### config.mk
export PLATFORM = sky130hd
export DESIGN_NAME = gpio_mulpop
export DESIGN_NICKNAME = d
export VERILOG_FILES = /design/src/rtl/gpio_mulpop_pkg.sv /design/src/rtl/gpio_mulpop_engine.sv /design/src/rtl/gpio_mulpop.sv
export SDC_FILE = /design/constraint.sdc
export NUM_CORES = 1
export LEC_CHECK = 0
export ABC_AREA = 1
export BUFFER_PORTS_ARGS = -buffer_cell sky130_fd_sc_hd__clkbuf_2
export CAP_MARGIN = 20
export CORE_MARGIN = 8
export CORE_UTILIZATION = 40
export CTS_CLUSTER_SIZE = 14
export DETAILED_ROUTE_END_ITERATION = 7
export PLACE_DENSITY_LB_ADDON = 0.15
export SYNTH_ARGS = -nofsm -noshare
export SYNTH_HDL_FRONTEND = slang
export SYNTH_HIERARCHICAL = 1
export SYNTH_SLANG_ARGS = --single-unit
### constraint.sdc
create_clock -name clk -period 4.3 [get_ports clk]
set_input_delay 0.43 -clock clk [delete_from_list [all_inputs] [get_ports clk]]
set_output_delay 0.43 -clock clk [all_outputs]
set_load 0.05 [all_outputs]
### src/rtl/gpio_mulpop_pkg.sv
// Shared definitions for the gpio_mulpop coprocessor: register offsets,
// status codes, engine state encoding and the ones-count width helper.
package gpio_mulpop_pkg;

  localparam logic [15:0] OFF_A1   = 16'h0000;
  localparam logic [15:0] OFF_A2   = 16'h0008;
  localparam logic [15:0] OFF_W    = 16'h0010;
  localparam logic [15:0] OFF_L    = 16'h0018;
  localparam logic [15:0] OFF_CTRL = 16'h0020;
  localparam logic [15:0] OFF_GPIN = 16'h0028;

  typedef enum logic [1:0] {
    STAT_IDLE     = 2'b00,
    STAT_BUSY     = 2'b01,
    STAT_DONE     = 2'b10,
    STAT_DONE_OVF = 2'b11
  } status_e;

  typedef enum logic [1:0] {
    IDLE = 2'b00,
    MULT = 2'b01,
    POP  = 2'b10,
    DONE = 2'b11
  } state_e;

  // Width needed to hold a count of 0..resW ones.
  function automatic int onesWidth(input int resW);
    return $clog2(resW + 1);
  endfunction

endpackage

### src/rtl/gpio_mulpop_engine.sv
// Serial shift-add multiplier followed by a bit-serial popcount of the
// truncated product; one multiplier bit or one result bit per cycle.
module gpio_mulpop_engine
  import gpio_mulpop_pkg::*;
#(
  parameter int OP_W  = 24,
  parameter int RES_W = 32,
  localparam int L_W  = onesWidth(RES_W)
) (
  input  logic             i_clk,
  input  logic             i_nReset,
  input  logic             i_start,
  input  logic [OP_W-1:0]  i_opA,
  input  logic [OP_W-1:0]  i_opB,
  output logic             o_busy,
  output logic             o_finish,
  output logic [RES_W-1:0] o_result,
  output logic [L_W-1:0]   o_ones,
  output logic             o_overflow
);

  localparam int PROD_W  = 2 * OP_W;
  localparam int EXT_W   = (RES_W > PROD_W) ? RES_W : PROD_W;
  localparam int CYC_MAX = (OP_W > RES_W) ? OP_W : RES_W;
  localparam int CYC_W   = $clog2(CYC_MAX + 1);

  state_e             r_state;
  logic [CYC_W-1:0]   r_cycle;
  logic [PROD_W-1:0]  r_acc;
  logic [PROD_W-1:0]  r_mcand;
  logic [OP_W-1:0]    r_mplier;
  logic [RES_W-1:0]   r_popShift;
  logic [RES_W-1:0]   r_result;
  logic [L_W-1:0]     r_ones;
  logic               r_overflow;

  logic [PROD_W-1:0]  w_accNext;
  logic [EXT_W-1:0]   w_accExt;
  logic [RES_W-1:0]   w_resultNext;
  logic               w_ovfNext;
  logic               w_lastMult;
  logic               w_lastPop;

  // The final accumulator value is consumed on the same edge it is formed,
  // so truncation and overflow are taken from the next-state value.
  assign w_accNext    = r_mplier[0] ? (r_acc + r_mcand) : r_acc;
  assign w_accExt     = EXT_W'(w_accNext);
  assign w_resultNext = w_accExt[RES_W-1:0];
  assign w_ovfNext    = |(w_accExt >> RES_W);

  assign w_lastMult = (r_cycle == CYC_W'(OP_W - 1));
  assign w_lastPop  = (r_cycle == CYC_W'(RES_W - 1));

  assign o_busy     = (r_state != IDLE);
  assign o_finish   = (r_state == POP) && w_lastPop;
  assign o_result   = r_result;
  assign o_ones     = r_ones;
  assign o_overflow = r_overflow;

  always_ff @(posedge i_clk or negedge i_nReset) begin
    if (!i_nReset) begin
      r_state    <= IDLE;
      r_cycle    <= '0;
      r_acc      <= '0;
      r_mcand    <= '0;
      r_mplier   <= '0;
      r_popShift <= '0;
      r_result   <= '0;
      r_ones     <= '0;
      r_overflow <= 1'b0;
    end else begin
      unique case (r_state)
        IDLE: begin
          if (i_start) begin
            r_state    <= MULT;
            r_cycle    <= '0;
            r_acc      <= '0;
            r_mcand    <= PROD_W'(i_opA);
            r_mplier   <= i_opB;
            r_result   <= '0;
            r_ones     <= '0;
            r_overflow <= 1'b0;
          end
        end
        MULT: begin
          r_acc    <= w_accNext;
          r_mcand  <= r_mcand << 1;
          r_mplier <= r_mplier >> 1;
          if (w_lastMult) begin
            r_state    <= POP;
            r_cycle    <= '0;
            r_result   <= w_resultNext;
            r_popShift <= w_resultNext;
            r_overflow <= w_ovfNext;
          end else begin
            r_cycle <= r_cycle + CYC_W'(1);
          end
        end
        POP: begin
          r_ones     <= r_ones + L_W'(r_popShift[0]);
          r_popShift <= r_popShift >> 1;
          if (w_lastPop) begin
            r_state <= DONE;
            r_cycle <= '0;
          end else begin
            r_cycle <= r_cycle + CYC_W'(1);
          end
        end
        DONE: begin
          r_state <= IDLE;
        end
      endcase
    end
  end

endmodule

### src/rtl/gpio_mulpop.sv
// Bus-mapped multiply/popcount coprocessor: register window decode, status
// and sticky error tracking, completed-operation counter and gpio_in latch.
module gpio_mulpop
  import gpio_mulpop_pkg::*;
#(
  parameter int          OP_W      = 24,
  parameter int          RES_W     = 32,
  parameter int          CNT_W     = 16,
  parameter logic [15:0] BASE_ADDR = 16'h0380
) (
  input  logic        clk,
  input  logic        n_reset,
  input  logic [15:0] saddress,
  input  logic        srd,
  input  logic        swr,
  input  logic [31:0] sdata_in,
  output logic [31:0] sdata_out,
  input  logic [31:0] gpio_in,
  input  logic        gpio_latch,
  output logic [31:0] gpio_in_s_insp,
  output logic [31:0] gpio_out
);

  localparam int L_W = onesWidth(RES_W);

  logic             r_srdPrev;
  logic             r_swrPrev;
  logic             r_latchPrev;
  logic [OP_W-1:0]  r_a1;
  logic [OP_W-1:0]  r_a2;
  status_e          r_status;
  logic             r_err;
  logic [CNT_W-1:0] r_opCount;
  logic [31:0]      r_sdataOut;
  logic [31:0]      r_gpinLatched;

  logic             w_rdEdge;
  logic             w_wrEdge;
  logic             w_latchEdge;
  logic [15:0]      w_offset;
  logic             w_wrA1;
  logic             w_wrA2;
  logic             w_wrCtrl;
  logic             w_rdStatus;
  logic             w_busy;
  logic             w_busyWrite;
  logic             w_start;
  logic             w_finish;
  logic             w_overflow;
  logic [RES_W-1:0] w_result;
  logic [L_W-1:0]   w_ones;
  logic             w_resultValid;
  logic [31:0]      w_readData;

  // Subtraction is a bijection mod 2^16, so each offset maps to exactly one
  // address and no aliasing can occur outside the window.
  assign w_offset    = saddress - BASE_ADDR;
  assign w_rdEdge    = srd & ~r_srdPrev;
  assign w_wrEdge    = swr & ~r_swrPrev;
  assign w_latchEdge = gpio_latch & ~r_latchPrev;

  assign w_wrA1      = w_wrEdge && (w_offset == OFF_A1);
  assign w_wrA2      = w_wrEdge && (w_offset == OFF_A2);
  assign w_wrCtrl    = w_wrEdge && (w_offset == OFF_CTRL);
  assign w_rdStatus  = w_rdEdge && (w_offset == OFF_CTRL);
  assign w_busyWrite = w_busy && (w_wrA1 || w_wrA2 || w_wrCtrl);
  assign w_start     = w_wrCtrl && !w_busy;

  assign w_resultValid = r_status[1];

  gpio_mulpop_engine #(
    .OP_W  (OP_W),
    .RES_W (RES_W)
  ) u_engine (
    .i_clk      (clk),
    .i_nReset   (n_reset),
    .i_start    (w_start),
    .i_opA      (r_a1),
    .i_opB      (r_a2),
    .o_busy     (w_busy),
    .o_finish   (w_finish),
    .o_result   (w_result),
    .o_ones     (w_ones),
    .o_overflow (w_overflow)
  );

  always_comb begin
    w_readData = '0;
    case (w_offset)
      OFF_W:    if (w_resultValid) w_readData = 32'(w_result);
      OFF_L:    if (w_resultValid) w_readData = 32'(w_ones);
      OFF_CTRL: w_readData = {29'b0, r_err, r_status};
      OFF_GPIN: w_readData = r_gpinLatched;
      default:  w_readData = '0;
    endcase
  end

  always_ff @(posedge clk or negedge n_reset) begin
    if (!n_reset) begin
      r_srdPrev   <= 1'b0;
      r_swrPrev   <= 1'b0;
      r_latchPrev <= 1'b0;
    end else begin
      r_srdPrev   <= srd;
      r_swrPrev   <= swr;
      r_latchPrev <= gpio_latch;
    end
  end

  // Operand registers only accept writes while the engine is idle.
  always_ff @(posedge clk or negedge n_reset) begin
    if (!n_reset) begin
      r_a1 <= '0;
      r_a2 <= '0;
    end else begin
      if (w_wrA1 && !w_busy) r_a1 <= sdata_in[OP_W-1:0];
      if (w_wrA2 && !w_busy) r_a2 <= sdata_in[OP_W-1:0];
    end
  end

  // Done status is raised on the last popcount edge so it is visible in the
  // engine's DONE cycle; a fresh error outranks the clear-on-read.
  always_ff @(posedge clk or negedge n_reset) begin
    if (!n_reset) begin
      r_status  <= STAT_IDLE;
      r_err     <= 1'b0;
      r_opCount <= '0;
    end else begin
      if (w_start) begin
        r_status <= STAT_BUSY;
      end else if (w_finish) begin
        r_status <= w_overflow ? STAT_DONE_OVF : STAT_DONE;
      end
      if (w_busyWrite) begin
        r_err <= 1'b1;
      end else if (w_rdStatus) begin
        r_err <= 1'b0;
      end
      if (w_finish) r_opCount <= r_opCount + CNT_W'(1);
    end
  end

  always_ff @(posedge clk or negedge n_reset) begin
    if (!n_reset) begin
      r_sdataOut    <= '0;
      r_gpinLatched <= '0;
    end else begin
      if (w_rdEdge)    r_sdataOut    <= w_readData;
      if (w_latchEdge) r_gpinLatched <= gpio_in;
    end
  end

  assign sdata_out      = r_sdataOut;
  assign gpio_in_s_insp = r_gpinLatched;
  assign gpio_out       = 32'(r_opCount);

endmodule

==> impl_metrics.yaml, run 1 <==
cts:
  clock_insertion_delay_worst_skew_ns: 0.58
  tritoncts: "yes"
  cts-root-to-sink-buffers: 3
  clk_pin_slew_ns: 0.06
  cts-htree-levels: 2
  post-cts-setup-buffer-count: 0
  cts_made_buffers: 39
  cts_repair_resize_count: 0
  cts.hold.buffers_added: 4
  root_buffer: "sky130_fd_sc_hd__clkbuf_16"
  clock_sinks: 333
critical_path:
  setup.worst_path.end_class: "flip-flop"
  crit_path_frequent_cell: "sky130_fd_sc_hd__nand2_1"
  timing.critical_path.required_ns: 4.75
  critPathMaxFanout: 4
  cp_data_arrival_time_ns: 3.55
  crit_path_cell_trace: "ha_1 -> fa_1 -> nand3_1 -> nand3_1 -> nand2_1 -> nand2_1 -> nand2_1 -> nand3_2 -> nand2_2 -> nand3_1 -> nand3_1 -> nand2_1 -> nor2_1 -> nand2_1 -> nor2_1 -> nand2_1 -> nand2_1 -> nand2_1"
  r2r_setup_slack_ns: 1.21
  start_kind: "flip-flop"
  cp_slowest_cell: "sky130_fd_sc_hd__fa_1"
  timing.setup.critical_path_class: "flip-flop to flip-flop"
  max_stage_delay_ns: 0.42
power:
  power_density_nw_per_um2: 330
  power_leakage_nw: 11.2
  comb_power_share_pct: 6.1
  netSwitchingPower_w: 0.00175
  design_power_total_w: 0.00717
  proportion_of_power_drawn_by_the_clock_network_pct: 48.9
  power.internal_w: 0.00542
  max_rail_drop_vdd_uv: 316
  switching_share_pct: 24.5
  power.share.sequential_pct: 45.1
timing:
  final-setup-viol-count: 0
  timing.clock.skew_ns: 0.0346
  worst_margin_slew_ns: 1.06
  max_slew_margin_pct: 29.3
  report.final.hold_viol_count: 0
  grt_setup_unrepaired: "no"
  pins_over_their_slew_limit: 0
  fin_setup_tns_ns: 0
  period_share_pct: 71.9
  fmaxAchievable_mhz: 323
  final_period_minus_worst_setup_slack_ns: 3.09
synth:
  syn-instance-count: 2552
  asyncSetResetFlopFracSynth_pct: 100
  synth-edff-count: 0
  netlist.area_leader.share_pct: 43.8
  library_cell_with_the_largest_summed_area_after_synthesis: "sky130_fd_sc_hd__dfrtp_1"
  yosys_most_used_dff: "sky130_fd_sc_hd__dfrtp_1"
  synth.lib_cells_used.distinct: 45
  ys_seq_elements: 333
  leading_cell_types_by_total_area_after_synthesis: "sky130_fd_sc_hd__dfrtp_1 (44%), sky130_fd_sc_hd__nand2_1 (17%), sky130_fd_sc_hd__inv_1 (6.6%), sky130_fd_sc_hd__o21ai_0 (3.9%), sky130_fd_sc_hd__ha_1 (3.6%)"
  synthesis.area_um2: 19000
  syn-mean-instance-area_um2: 7.45
  synth-seq-area-share_pct: 43.8
  synth_warnings: 6
route:
  vias_per_cell: 4.89
  final_routed_wirelength_mm: 52.7
  drt-pass1-iter-count: 5
  post_drt_wl_per_cell_um: 15.8
  drt.antenna.violating_nets: 0
  remaining_drc_errors: 0
  drt_iter0_drc: 1104
  vias: 16200
die:
  die_area_um2: 54800
  die_x_um: 234
  start_util_pct: 40.1
  top_level_ports: 181
  fp-row-count: 80
  core_um2: 47300
  height_of_the_die_um: 234
placed_design:
  post_dp_cell_area_um2: 20300
  hpwlAfterDp_mm: 39.1
  gpl.final_weighted_congestion: 0.916
  io_buffers: 156
global_route:
  antenna_found_initial: 3
  track_usage_pct: 19.3
  first_global_vias: 15700
  grt_first_pass_wirelength_mm: 85.2
  global_route.overflow_total: 0
  grt_max_degree: 97
run_status:
  status: "completed"
cells_and_area:
  stdcell_area_um2: 21700
  drive_gt1_share_pct: 13.8
  inserted_diodes: 0
  design.final.nets: 2821
  synthToLayoutAreaGrowth_pct: 14.3
hold_path:
  worstHoldPathType: "input pin to flip-flop"
flow_run:
  maxCapViolCount: 0
==> placed cells by master (no fill, tap or decap), drive strengths merged, types with 5 or more instances in the layout <==
cell / instances
ha: 55
bufinv: 5
a31oi: 27
dfrtp: 333
buf: 26
mux2: 32
a22o: 14
nand3: 78
o22ai: 36
a21oi: 56
xnor2: 18
o21a: 15
nand4: 20
conb: 16
nor2: 197
o21bai: 6
o21ai: 211
nor3: 15
inv: 341
o211ai: 26
xor2: 27
nand2: 911
clkbuf: 209
nand3b: 11
clkinv: 9
==> cells in the mapped netlist, types with 2 or more instances <==
master,count
sky130_fd_sc_hd__a21oi_1,56
sky130_fd_sc_hd__a22o_1,14
sky130_fd_sc_hd__a31oi_1,27
sky130_fd_sc_hd__buf_1,9
sky130_fd_sc_hd__buf_12,2
sky130_fd_sc_hd__buf_2,25
sky130_fd_sc_hd__buf_4,18
sky130_fd_sc_hd__clkbuf_1,58
sky130_fd_sc_hd__dfrtp_1,333
sky130_fd_sc_hd__ha_1,55
sky130_fd_sc_hd__inv_1,332
sky130_fd_sc_hd__inv_2,8
sky130_fd_sc_hd__mux2_2,32
sky130_fd_sc_hd__nand2_1,881
sky130_fd_sc_hd__nand2_2,30
sky130_fd_sc_hd__nand3_1,73
sky130_fd_sc_hd__nand3_2,5
sky130_fd_sc_hd__nand3b_1,11
sky130_fd_sc_hd__nand4_1,20
sky130_fd_sc_hd__nor2_1,176
sky130_fd_sc_hd__nor2_2,18
sky130_fd_sc_hd__nor2_4,3
sky130_fd_sc_hd__nor3_1,11
sky130_fd_sc_hd__nor3_2,4
sky130_fd_sc_hd__o211ai_1,25
sky130_fd_sc_hd__o21a_1,15
sky130_fd_sc_hd__o21ai_0,149
sky130_fd_sc_hd__o21ai_1,42
sky130_fd_sc_hd__o21ai_2,20
sky130_fd_sc_hd__o21bai_1,6
sky130_fd_sc_hd__o22ai_1,36
sky130_fd_sc_hd__or2_2,2
sky130_fd_sc_hd__xnor2_1,18
sky130_fd_sc_hd__xor2_1,27
==> flip-flops by register name (all words and copies together), names as in the netlist, 2 cells and up <==
name and flops:
u_engine/r_acc 48, u_engine/r_mcand 48, gpio_in_s_insp 32, sdata_out 32, u_engine/o_result 32, u_engine/r_popShift 32, r_a1 24, r_a2 24
u_engine/r_mplier 24, r_opCount 16, u_engine/o_ones 6, u_engine/r_cycle 6, r_status 2, u_engine/r_state 2
==> logic make-up (layout without fill, tap and decap cells) <==
group | after synthesis | in the layout | share of synthesized area [%]
and+or+nand+nor | 1239 | 1239 | 26.7
buffers and inverters | 454 | 596 | 9.72
AOI/OAI and AO/OA | 392 | 392 | 12.1
DFF | 333 | 333 | 43.8
adders and majority gates | 56 | 56 | 3.73
xor gates and xnor gates | 45 | 45 | 2.07
muxes | 32 | 32 | 1.90
other | 1 | 16 | 0.0197
==> worst paths after layout <==
check / from / end / cells past startpoint
hold reg to reg: r_opCount[15] / r_opCount[15] / 1
setup / recovery: u_engine/r_mcand[0] / u_engine/o_overflow / 18
max in group asynchronous: n_reset / u_engine/r_acc[37] / 3
setup reg to reg: u_engine/r_mcand[0] / u_engine/o_overflow / 18
hold / removal: gpio_in[16] / gpio_in_s_insp[16] / 2
min in group asynchronous: n_reset / gpio_in_s_insp[28] / 2
==> critical path: cells and delay by family, from the launching register on <==
| kind | cells | cell delay (ns) |
|---|---|---|
| adder cells (fa/ha/maj) | 2 | 0.66 |
| flip-flops | 1 | 0.41 |
| AND/OR/NAND/NOR | 16 | 1.91 |
==> power by group through the flow <==
stage	Clock (W)	Sequential [W]	Combinational, W
finish	0.00350	0.00323	0.000436
global route	0.00372	0.00324	0.000470
CTS	0.00361	0.00323	0.000444
detailed placement	0	0.00329	0.000439
global placement	0	0.00329	0.000437
floorplan	0	0.00344	0.000117
==> routing by layer <==
metal / routed length, um / vias to the layer above / track usage [%] / share of wire (%)
met3: 2540 / 62 / 2.66 / 4.8
met1: 25200 / 7559 / 26.8 / 48
met2: 23700 / 320 / 31.3 / 45
met5: 13 / - / 0 / 0.025
li1: - / 8303 / - / -
met4: 1220 / 2 / 5.66 / 2.3
==> final cells by class <==
class	instances	area (um^2)
Timing Repair Buffer	185	1060
Inverter	341	1280
Clock buffer	54	1110
Tap cell	615	769
Clock inverter	16	254
Sequential cell	333	8330
Multi-Input combinational cell	1780	8910
Fill cell	4871	25600
==> through the flow <==
step	utilization (%)	cells	worst slack [ns]	hold WS, ns
2_1_floorplan	-	2567	1.54	0.134
3_3_place_gp	42.9	3249	1.16	0.461
3_5_place_dp	42.9	3249	1.14	0.464
4_1_cts	45.9	3323	1.19	0.0591
5_1_grt	45.9	3324	0.940	0.0765
6_report	45.9	3324	1.21	0.0869
No activity file was read; power rests on OpenSTA's default activity.
==> inputs of run 2 (changes only) <==
--- a/config.mk
+++ b/config.mk
@@ -5,7 +5,7 @@
 export SDC_FILE = /design/constraint.sdc
 export NUM_CORES = 1
 export LEC_CHECK = 0
-export ABC_AREA = 1
+export ABC_AREA = 0
 export BUFFER_PORTS_ARGS = -buffer_cell sky130_fd_sc_hd__clkbuf_2
 export CAP_MARGIN = 20
 export CORE_MARGIN = 8
==> constraint.sdc (replaced) <==
create_clock -name clk -period 3 [get_ports clk]
set_input_delay 0.3 -clock clk [delete_from_list [all_inputs] [get_ports clk]]
set_output_delay 0.3 -clock clk [all_outputs]
set_load 0.05 [all_outputs]
==> impl_metrics.yaml, run 2 <==
placed_design:
  placement.setup.worst_slack_ns: -0.366
  post_dp_cell_area_um2: 20800
  io_buffers: 156
  hpwlAfterDp_mm: 37.1
  gpl.final_weighted_congestion: 0.925
  placed_cells: 2642
route:
  drt_iter0_drc: 884
  vias: 14600
  drt-pass1-iter-count: 5
  drt.antenna.violating_nets: 0
  remaining_drc_errors: 0
  post_drt_wl_per_cell_um: 18.3
  final_routed_wirelength_mm: 50.9
  vias_per_cell: 5.23
hold_path:
  whs_path_depth: 4
  destination_of_the_worst_hold_path: "sdata_out[3]"
  worstHoldPathType: "input pin to flip-flop"
  worstHoldStart: "saddress[3]"
critical_path:
  number_of_cells_on_the_worst_reg_to_reg_path: 13
  crit_path_frequent_cell: "sky130_fd_sc_hd__a21o_1"
  timing.critical_path.required_ns: 3.44
  start_kind: "flip-flop"
  cp_num_cells: 13
  setup.worst_path.end_class: "flip-flop"
  crit_path_cell_trace: "ha_2 -> a21o_1 -> a21o_1 -> a221o_1 -> a21oi_2 -> buf_4 -> nor3b_2 -> a2111o_1 -> nor3_2 -> o31a_1 -> a211oi_2 -> and4_1 -> a31oi_1"
  critical-path-top-delay-family: "compound AO/OA/AOI/OAI gates"
  cp_data_arrival_time_ns: 3.65
  r2r_setup_slack_ns: -0.21
  cp_slowest_cell: "sky130_fd_sc_hd__dfrtp_1"
  max_stage_delay_ns: 0.41
  cp.buffers_inverters: 1
  critPathMaxFanout: 6
  reg2reg_from: "u_engine/r_acc[32]"
  timing.setup.critical_path_class: "flip-flop to flip-flop"
  worst_reg2reg_endpoint: "u_engine/o_overflow"
global_route:
  antenna_found_initial: 0
  grt_max_degree: 122
  global_route.overflow_total: 0
  track_usage_pct: 19.8
  first_global_vias: 14600
  grt_first_pass_wirelength_mm: 81.4
timing:
  final-setup-viol-count: 14
  final_period_minus_worst_setup_slack_ns: 3.21
  period_share_pct: 107
  fmaxAchievable_mhz: 311
  grt_setup_unrepaired: "yes"
  max_slew_margin_pct: 39.7
  timing.clock.skew_ns: 0.0172
  report.final.hold_viol_count: 0
  pins_over_their_slew_limit: 0
  setup_ws_ns: -0.213
  worst_margin_slew_ns: 0.903
synth:
  ys_seq_elements: 333
  yosys-top-cells-count: "sky130_fd_sc_hd__dfrtp_1 (333), sky130_fd_sc_hd__nand2_1 (242), sky130_fd_sc_hd__o21ai_0 (175)"
  synth-edff-count: 0
  asyncSetResetFlopFracSynth_pct: 100
  syn-instance-count: 1720
  library_cell_with_the_largest_summed_area_after_synthesis: "sky130_fd_sc_hd__dfrtp_1"
  netlist.area_leader.share_pct: 47.8
  syn-mean-instance-area_um2: 10.1
  yosysMostFrequentCell: "sky130_fd_sc_hd__dfrtp_1"
  yosys_most_used_dff: "sky130_fd_sc_hd__dfrtp_1"
  synth_warnings: 6
  synthesis.area_um2: 17400
  synth-seq-area-share_pct: 47.8
  leading_cell_types_by_total_area_after_synthesis: "sky130_fd_sc_hd__dfrtp_1 (48%), sky130_fd_sc_hd__mux2i_1 (5.5%), sky130_fd_sc_hd__nand2_1 (5.2%), sky130_fd_sc_hd__o21ai_0 (5.0%), sky130_fd_sc_hd__mux2_2 (4.0%)"
  synth.lib_cells_used.distinct: 90
flow_run:
  maxCapViolCount: 0
cts:
  root_buffer: "sky130_fd_sc_hd__clkbuf_16"
  clock_sinks: 333
  tritoncts: "yes"
  cts_made_buffers: 40
  clock_insertion_delay_worst_skew_ns: 0.56
  clk_pin_slew_ns: 0.06
  cts-root-to-sink-buffers: 3
  cts-htree-levels: 2
die:
  die_x_um: 225
  die_area_um2: 50500
  height_of_the_die_um: 225
  start_util_pct: 40.5
  top_level_ports: 181
  core_um2: 43100
  fp-row-count: 76
power:
  power.internal_w: 0.00881
  power_leakage_nw: 11.2
  design_power_total_w: 0.0132
  power.share.sequential_pct: 37.3
  switching_share_pct: 33.3
  netSwitchingPower_w: 0.00439
  proportion_of_power_drawn_by_the_clock_network_pct: 36.6
  power_density_nw_per_um2: 564
  comb_power_share_pct: 26.1
  max_rail_drop_vdd_uv: 392
cells_and_area:
  mostFrequentLayoutCell: "sky130_fd_sc_hd__dfrtp_1"
  synthToLayoutAreaGrowth_pct: 34.1
  final_cell_count_no_fill: 2786
  stdcell_area_um2: 23400
  layout_top_registers: "u_engine/r_acc x48, u_engine/r_mcand x48"
  drive_gt1_share_pct: 31.9
  inserted_diodes: 0
  design.final.nets: 2314
  commonest_cells_after_routing_fill_and_taps_aside: "sky130_fd_sc_hd__dfrtp_1 (330), sky130_fd_sc_hd__buf_4 (279), sky130_fd_sc_hd__nand2_1 (236)"
run_status:
  status: "complete, but fails checks"
  violations: "negative setup slack"
-- run 2: cell families (layout without fill, tap and decap cells) --
group                      after synthesis  after routing  synth area share (%)
DFF                                    333            333                  47.8
xor gates and xnor gates                59             59                  2.96
other                                    1             16                0.0215
AOI/OAI and AO/OA                      475            475                  17.5
adders and majority gates               56             56                  4.06
buffers and inverters                  141            607                  3.73
and+or+nand+nor                        474            474                  12.9
muxes                                  181            181                  11.0
-- run 2: power groups by stage --
stage / Sequential [W] / Combinational, W / Clock (W)
2_1_floorplan: 0.00515 / 0.00194 / 0
3_3_place_gp: 0.00498 / 0.00321 / 0
3_5_place_dp: 0.00499 / 0.00324 / 0
4_1_cts: 0.00491 / 0.00332 / 0.00498
5_1_grt: 0.00494 / 0.00371 / 0.00517
6_report: 0.00492 / 0.00344 / 0.00484
-- run 2: how the worst max path moves through the flow --
stage	from	end	slack (ns)
detailed placement	u_engine/r_acc[0]	u_engine/o_overflow	-0.37
finish	u_engine/r_acc[32]	u_engine/o_overflow	-0.21
CTS	u_engine/r_acc[0]	u_engine/o_overflow	-0.20
global placement	u_engine/r_acc[0]	u_engine/o_overflow	-0.34
floorplan	u_engine/r_state[1]	u_engine/o_overflow	-0.28
global route	u_engine/r_state[1]	u_engine/o_overflow	-0.34
-- run 2: repair_timing --
| item | 4_1_cts | 5_1_grt |
|---|---|---|
| hold buffers | 60 | 0 |
| buffers inserted | 4 | 10 |
| gates cloned | 0 | 1 |
| setup endpoints to repair | 96 | 164 |
| endpoints found under the hold margin | 142 | 0 |
| pin swaps | 21 | 45 |
| gates resized for setup | 38 | 84 |
-- run 2: metal layers --
metal / track usage (%) / share of wire (%)
met3: 3.91 / 4.9
met4: 5.30 / 1.9
met5: 0 / 0
met1: 28.5 / 49
met2: 30.1 / 44
-- run 2: worst register-to-register path: stages (launching register included) --
cell,delay (ns)
sky130_fd_sc_hd__dfrtp_1,0.41
sky130_fd_sc_hd__ha_2,0.34
sky130_fd_sc_hd__a21o_1,0.21
sky130_fd_sc_hd__a21o_1,0.18
sky130_fd_sc_hd__a221o_1,0.35
sky130_fd_sc_hd__a21oi_2,0.22
sky130_fd_sc_hd__buf_4,0.15
sky130_fd_sc_hd__nor3b_2,0.16
sky130_fd_sc_hd__a2111o_1,0.23
sky130_fd_sc_hd__nor3_2,0.08
sky130_fd_sc_hd__o31a_1,0.30
sky130_fd_sc_hd__a211oi_2,0.20
sky130_fd_sc_hd__and4_1,0.20
sky130_fd_sc_hd__a31oi_1,0.07
-- run 2: layout make-up --
class	instances	area [um^2]
Fill cell	3843	19700
Clock buffer	53	1150
Multi-Input combinational cell	1261	9120
Sequential cell	333	8340
Timing Repair Buffer	512	3770
Inverter	25	98.8
Tap cell	585	732
Clock inverter	17	168
-- run 2: through the flow --
step                util, %  hold WS [ns]  setup TNS [ns]
global route           54.3         0.197           -4.49
floorplan                 -       0.00441          -0.277
detailed placement     48.2         0.310           -5.40
finish                 54.3         0.176          -0.881
global placement       48.2         0.314           -3.14
CTS                    53.2         0.147           -2.39
